`src/rtl/id_ex_stage.sv`:
```
// Decode stage and ID/EX pipeline register: register-file addressing with
// writeback bypass, control decode, load-use stall insertion and branch flush.
module id_ex_stage #(
    parameter int unsigned STALL_CNT_W = 16
) (
    input  logic                   clock,
    input  logic                   reset_n,
    input  logic [31:0]            if_instr,
    input  logic                   if_valid,
    input  logic                   flush,
    output logic [4:0]             read_reg1,
    output logic [4:0]             read_reg2,
    input  logic [31:0]            read_data1,
    input  logic [31:0]            read_data2,
    input  logic                   wb_reg_write,
    input  logic [4:0]             wb_write_reg,
    input  logic [31:0]            wb_write_data,
    output logic                   stall,
    output logic                   ex_valid,
    output logic [31:0]            ex_rs_data,
    output logic [31:0]            ex_rt_data,
    output logic [31:0]            ex_imm,
    output logic [4:0]             ex_dest,
    output logic [2:0]             ex_alu_op,
    output logic                   ex_alu_src,
    output logic                   ex_reg_write,
    output logic                   ex_mem_read,
    output logic                   ex_mem_write,
    output logic                   ex_mem_to_reg,
    output logic                   ex_branch,
    output logic                   illegal,
    output logic [STALL_CNT_W-1:0] stall_count
);

    localparam int unsigned XLEN  = 32;
    localparam int unsigned REG_W = 5;
    localparam int unsigned OP_W  = 6;
    localparam int unsigned ALU_W = 3;
    localparam int unsigned IMM_W = 16;

    localparam logic [OP_W-1:0] OP_RTYPE = 6'h00;
    localparam logic [OP_W-1:0] OP_BEQ   = 6'h04;
    localparam logic [OP_W-1:0] OP_ADDI  = 6'h08;
    localparam logic [OP_W-1:0] OP_LW    = 6'h23;
    localparam logic [OP_W-1:0] OP_SW    = 6'h2B;

    localparam logic [OP_W-1:0] FN_ADD = 6'h20;
    localparam logic [OP_W-1:0] FN_SUB = 6'h22;
    localparam logic [OP_W-1:0] FN_AND = 6'h24;
    localparam logic [OP_W-1:0] FN_OR  = 6'h25;
    localparam logic [OP_W-1:0] FN_SLT = 6'h2A;

    localparam logic [ALU_W-1:0] ALU_ADD = 3'd0;
    localparam logic [ALU_W-1:0] ALU_SUB = 3'd1;
    localparam logic [ALU_W-1:0] ALU_AND = 3'd2;
    localparam logic [ALU_W-1:0] ALU_OR  = 3'd3;
    localparam logic [ALU_W-1:0] ALU_SLT = 3'd4;

    localparam logic [STALL_CNT_W-1:0] CNT_MAX = {STALL_CNT_W{1'b1}};

    logic [OP_W-1:0]  opcode;
    logic [OP_W-1:0]  funct;
    logic [REG_W-1:0] rs;
    logic [REG_W-1:0] rt;
    logic [REG_W-1:0] rd;
    logic [XLEN-1:0]  imm_sext;
    logic             unused_shamt;

    assign opcode       = if_instr[31:26];
    assign rs           = if_instr[25:21];
    assign rt           = if_instr[20:16];
    assign rd           = if_instr[15:11];
    assign funct        = if_instr[5:0];
    assign imm_sext     = {{(XLEN-IMM_W){if_instr[IMM_W-1]}}, if_instr[IMM_W-1:0]};
    assign unused_shamt = ^if_instr[10:6];

    assign read_reg1 = rs;
    assign read_reg2 = rt;

    logic             dec_legal;
    logic [ALU_W-1:0] dec_alu_op;
    logic             dec_alu_src;
    logic             dec_reg_write;
    logic             dec_mem_read;
    logic             dec_mem_write;
    logic             dec_mem_to_reg;
    logic             dec_branch;
    logic [REG_W-1:0] dec_dest;
    logic             dec_use_rs;
    logic             dec_use_rt;

    // Control decode; unsupported encodings read no registers and never stall.
    always_comb begin
        dec_legal      = 1'b0;
        dec_alu_op     = ALU_ADD;
        dec_alu_src    = 1'b0;
        dec_reg_write  = 1'b0;
        dec_mem_read   = 1'b0;
        dec_mem_write  = 1'b0;
        dec_mem_to_reg = 1'b0;
        dec_branch     = 1'b0;
        dec_dest       = rt;
        dec_use_rs     = 1'b0;
        dec_use_rt     = 1'b0;
        unique case (opcode)
            OP_RTYPE: begin
                dec_dest      = rd;
                dec_reg_write = 1'b1;
                dec_use_rs    = 1'b1;
                dec_use_rt    = 1'b1;
                dec_legal     = 1'b1;
                unique case (funct)
                    FN_ADD:  dec_alu_op = ALU_ADD;
                    FN_SUB:  dec_alu_op = ALU_SUB;
                    FN_AND:  dec_alu_op = ALU_AND;
                    FN_OR:   dec_alu_op = ALU_OR;
                    FN_SLT:  dec_alu_op = ALU_SLT;
                    default: begin
                        dec_legal     = 1'b0;
                        dec_reg_write = 1'b0;
                        dec_use_rs    = 1'b0;
                        dec_use_rt    = 1'b0;
                    end
                endcase
            end
            OP_LW: begin
                dec_legal      = 1'b1;
                dec_alu_src    = 1'b1;
                dec_mem_read   = 1'b1;
                dec_mem_to_reg = 1'b1;
                dec_reg_write  = 1'b1;
                dec_use_rs     = 1'b1;
            end
            OP_SW: begin
                dec_legal     = 1'b1;
                dec_alu_src   = 1'b1;
                dec_mem_write = 1'b1;
                dec_use_rs    = 1'b1;
                dec_use_rt    = 1'b1;
            end
            OP_BEQ: begin
                dec_legal  = 1'b1;
                dec_alu_op = ALU_SUB;
                dec_branch = 1'b1;
                dec_use_rs = 1'b1;
                dec_use_rt = 1'b1;
            end
            OP_ADDI: begin
                dec_legal     = 1'b1;
                dec_alu_src   = 1'b1;
                dec_reg_write = 1'b1;
                dec_use_rs    = 1'b1;
            end
            default: dec_legal = 1'b0;
        endcase
    end

    // Writeback bypass covers the register file's write-then-read latency.
    logic [XLEN-1:0] operand_a;
    logic [XLEN-1:0] operand_b;
    logic            wb_fwd_ok;

    assign wb_fwd_ok = wb_reg_write && (wb_write_reg != REG_W'(0));
    assign operand_a = (wb_fwd_ok && (wb_write_reg == rs)) ? wb_write_data : read_data1;
    assign operand_b = (wb_fwd_ok && (wb_write_reg == rt)) ? wb_write_data : read_data2;

    logic hazard;
    logic load_en;

    assign hazard = if_valid && ex_valid && ex_mem_read && (ex_dest != REG_W'(0)) &&
                    ((dec_use_rs && (ex_dest == rs)) || (dec_use_rt && (ex_dest == rt)));
    assign stall   = hazard && !flush;
    assign load_en = if_valid && !flush && !stall && dec_legal;

    // ID/EX register; any non-load cycle inserts a bubble with all control cleared.
    always_ff @(posedge clock or negedge reset_n) begin
        if (!reset_n) begin
            ex_valid      <= 1'b0;
            ex_rs_data    <= '0;
            ex_rt_data    <= '0;
            ex_imm        <= '0;
            ex_dest       <= '0;
            ex_alu_op     <= '0;
            ex_alu_src    <= 1'b0;
            ex_reg_write  <= 1'b0;
            ex_mem_read   <= 1'b0;
            ex_mem_write  <= 1'b0;
            ex_mem_to_reg <= 1'b0;
            ex_branch     <= 1'b0;
        end else if (load_en) begin
            ex_valid      <= 1'b1;
            ex_rs_data    <= operand_a;
            ex_rt_data    <= operand_b;
            ex_imm        <= imm_sext;
            ex_dest       <= dec_dest;
            ex_alu_op     <= dec_alu_op;
            ex_alu_src    <= dec_alu_src;
            ex_reg_write  <= dec_reg_write;
            ex_mem_read   <= dec_mem_read;
            ex_mem_write  <= dec_mem_write;
            ex_mem_to_reg <= dec_mem_to_reg;
            ex_branch     <= dec_branch;
        end else begin
            ex_valid      <= 1'b0;
            ex_alu_op     <= '0;
            ex_alu_src    <= 1'b0;
            ex_reg_write  <= 1'b0;
            ex_mem_read   <= 1'b0;
            ex_mem_write  <= 1'b0;
            ex_mem_to_reg <= 1'b0;
            ex_branch     <= 1'b0;
        end
    end

    // Sticky illegal flag and saturating stall counter.
    always_ff @(posedge clock or negedge reset_n) begin
        if (!reset_n) begin
            illegal     <= 1'b0;
            stall_count <= '0;
        end else begin
            if (if_valid && !flush && !dec_legal) begin
                illegal <= 1'b1;
            end
            if (stall && (stall_count != CNT_MAX)) begin
                stall_count <= stall_count + STALL_CNT_W'(1);
            end
        end
    end

endmodule

```
`config.mk`:
```
export PLATFORM = sky130hd
export DESIGN_NAME = id_ex_stage
export DESIGN_NICKNAME = d
export VERILOG_FILES = /design/src/rtl/id_ex_stage.sv
export SDC_FILE = /design/constraint.sdc
export NUM_CORES = 1
export LEC_CHECK = 0
export BUFFER_PORTS_ARGS = -buffer_cell sky130_fd_sc_hd__clkbuf_2
export CAP_MARGIN = 25
export CORE_MARGIN = 4
export CORE_UTILIZATION = 31
export CTS_BUF_LIST = sky130_fd_sc_hd__clkbuf_4 sky130_fd_sc_hd__clkbuf_8
export DETAILED_ROUTE_END_ITERATION = 6
export GPL_TIMING_DRIVEN = 0
export SYNTH_ARGS = -nofsm -noshare
export SYNTH_HDL_FRONTEND = slang
export SYNTH_SLANG_ARGS = --single-unit
export TNS_END_PERCENT = 100
```
`constraint.sdc`:
```
create_clock -name clock -period 4.7 [get_ports clock]
set_input_delay 0.705 -clock clock [delete_from_list [all_inputs] [get_ports clock]]
set_output_delay 0.705 -clock clock [all_outputs]
set_load 0.05 [all_outputs]
```
==> metrics.md <==
| Metric | Value |
|---|---|
| Pwr Density | `around 420 nW/um^2` |
| Predominant post-synthesis flop cell | `dfrtp_1` |
| Worst rel slew slack | `0.477` |
| Clock Path Buffers | `2` |
| Final setup fails | `0` |
| Die area | `between 20000 and 25000 um^2` |
| Number of synthesized register bits | `about 110` |
| Critical path arrival | `~2.5 ns` |
| Design area | `about 7900 um^2` |
| Period minus WS final | `3.24 ns` |
| Max Clk Rate | `roughly 310 MHz` |
| Static leakage | `between 0.004 and 0.005 uW` |
| Dpl ws | `1.39 ns` |
| Post-synth top cells | `dfrtp_1 (111), mux2_2 (93), mux2_4 (62)` |
| Vias | `roughly 4400` |
| Gr usage total | `0.157` |
| Clock Power Share | `0.164` |
| Global-route wire length before repair | `27.0 mm` |
| Vias in the first global route | `4672` |
| CORE AREA | `approximately 19000 um^2` |
| Yosys top cell by area | `dfrtp_1` |
| Cell Rows | `50` |
| Cell with the most instances after synthesis | `dfrtp_1` |
| Syn-to-layout area delta | `32.0%` |
| Vias per cell | `roughly 4.5` |
| Share of layout cells above drive strength 1 | `0.677` |
| Ys Warns | `0` |
| Num ports | `about 280` |
| Slew Limit Fails | `0` |
| Placed Area | `7760 um^2` |
| First DRT Iteration DRCs | `approximately 130` |
| Synth top area cells | `dfrtp_1 (46%), mux2_2 (17%), mux2_4 (15%)` |
| Net switching power | `1530 uW` |
| Max Cap Violations | `0` |
| Post-CTS Setup Bufs | `0` |
| Yosys top cell area share | `0.462` |
| Antenna viol nets, final | `0` |
| Mapped Nets | `~570` |
| Sw Share | `0.454` |
| Routed wire length per instance | `between 15 and 20 um` |
| Die Width | `around 150 um` |
| DRC violations left | `0` |
| CP Max Fanout | `8` |
| Netlist cell types | `48` |
| Clk Latency, worst-skew pair | `about 0.38 ns` |
| Post-CTS sizing | `0` |
| Combinational power share | `0.461` |
| Max VDD drop | `225 uV` |
| Asr flop ratio synth | `1.00` |
| Post-synth EDFFs | `0` |
| First-pass DRT Iterations | `4` |
| Gr ovfl total | `0` |
| Chip height | `approximately 150 um` |
| H-tree Lvls | `3` |
| Post-Route WL | `between 15 and 20 mm` |
| Initial antenna violation count | `0` |
| Final nets | `about 860` |
| Largest regs | `ex_rs_data: 32 flops, ex_rt_data: 32 flops` |
| Post-Syn Instances | `about 440` |
| Final Hold Fails | `0` |
| Worst hold slack | `between 0.2 and 0.25 ns` |
| Sequential Power Share | `0.375` |
| Internal Power | `around 1800 uW` |
| HPWL Detailed | `~14 mm` |
| Netlist Area Pre-Place | `~6000 um^2` |
| Avg Cell Area, Syn | `around 14 um^2` |
| Antenna cells | `0` |
| Worst Path Required | `~4 ns` |
| Status | `complete, no violations` |
| Worst slew pin tran | `a little under 0.8 ns` |
| Fin worst setup slack | `1.46 ns` |
| Largest net degree at the start of global routing | `77` |
| RSZ-0062 raised after global routing | `false` |
| CTS tree | `done` |
| Total CTS buffers | `9` |
| Critical path startpoint category | `input pin` |
| CTS sink cnt | `roughly 110` |
| CTS Root Cell | `clkbuf_8` |
| Crit. End Element | `output pin` |
| Reg2Reg Setup Slack | `2.12 ns` |
| # hold bufs at CTS | `0` |
| Worst Hold Class | `in -> async` |
| Final setup skew | `0.0127 ns` |
| Post-synthesis sequential area ratio | `0.462` |
| Final GP Congestion | `about 0.83` |
| Final period util | `0.689` |
| Sum Neg Setup Slack | `0 ns` |
| I/O Buffers | `about 280` |
| WS Path Type | `in -> out` |
| Starting density of the core | `0.318` |
| Worst-path clk slew | `roughly 0.11 ns` |
[critical path, stage by stage]
cell and delay (ns):
clkbuf_2 0.13, nor4_4 0.45, nand4b_4 0.19, o211ai_2 0.30, a22oi_1 0.26, nor2_1 0.20, clkbuf_2 0.30
[routing by layer]
metal  GRT usage  wire length (um)
met4      0.0559               524
met3      0.0386               857
met2       0.248              8290
met1       0.210              7570
met5           0                 0
[power by group through the flow]
stage | logic, uW | registers [uW] | clock network (uW)
6_report | 1550 | 1260 | 552
3_5_place_dp | 1560 | 1280 | 0
5_1_grt | 1610 | 1290 | 618
2_1_floorplan | 519 | 1910 | 0
3_3_place_gp | 1550 | 1280 | 0
4_1_cts | 1570 | 1260 | 582
[path summary, 6_finish.rpt]
check                                start               to  cells after the start
max in group asynchronous          reset_n    ex_rs_data[8]                      2
setup reg to reg                ex_dest[2]       ex_dest[1]                      6
hold reg to reg            stall_count[15]  stall_count[15]                      1
setup / recovery              if_instr[31]            stall                      7
min in group clock         stall_count[15]  stall_count[15]                      1
hold / removal                     reset_n   stall_count[5]                      1
[final cells by class]
cell class                 count  area, um^2
buffer                        43         329
clock buffer                  10         138
clock inverter                 5        41.3
fill                        1850       11000
inverter                       4        15.0
multi-input combinational    277        2890
sequential                   111        2780
tap                          260         325
timing repair buffer         278        1420
[cell families (layout without fill, tap and decap cells)]
family                   Yosys count  in the layout  share of synthesized area
AND/OR/NAND/NOR                   67             67                     0.0749
adder cells (fa/ha/maj)            1              1                    0.00208
XOR/XNOR                          35             35                     0.0510
AO/OA/AOI/OAI                     18             18                     0.0221
multiplexers                     156            156                      0.331
flip-flops                       111            111                      0.462
buffers and inverters             47            340                     0.0572
[cells in the final DEF, fill, tap and decap left out, types with 3 or more instances in the layout]
cell type,instances
nand4_1,3
mux2_4,62
nor3_1,6
buf_4,27
clkbuf_2,275
mux2_2,93
and3_1,5
and4_1,5
clkbuf_1,3
o21ai_0,6
xor2_1,13
clkbuf_8,11
buf_2,6
nor2_1,5
nor3b_1,3
inv_1,4
nand2_1,8
and4b_1,3
nor2b_1,3
xnor2_1,22
nand3_1,10
dfrtp_1,111
buf_6,8
[metrics by stage]
step	utilization	total power [uW]	instances
after global placement	0.409	2820	971
after floorplan	-	2430	435
final	0.420	3370	988
after global routing	0.420	3520	988
after detailed placement	0.411	2840	973
after CTS	0.420	3410	988
No activity file was read; power rests on OpenSTA's default activity.
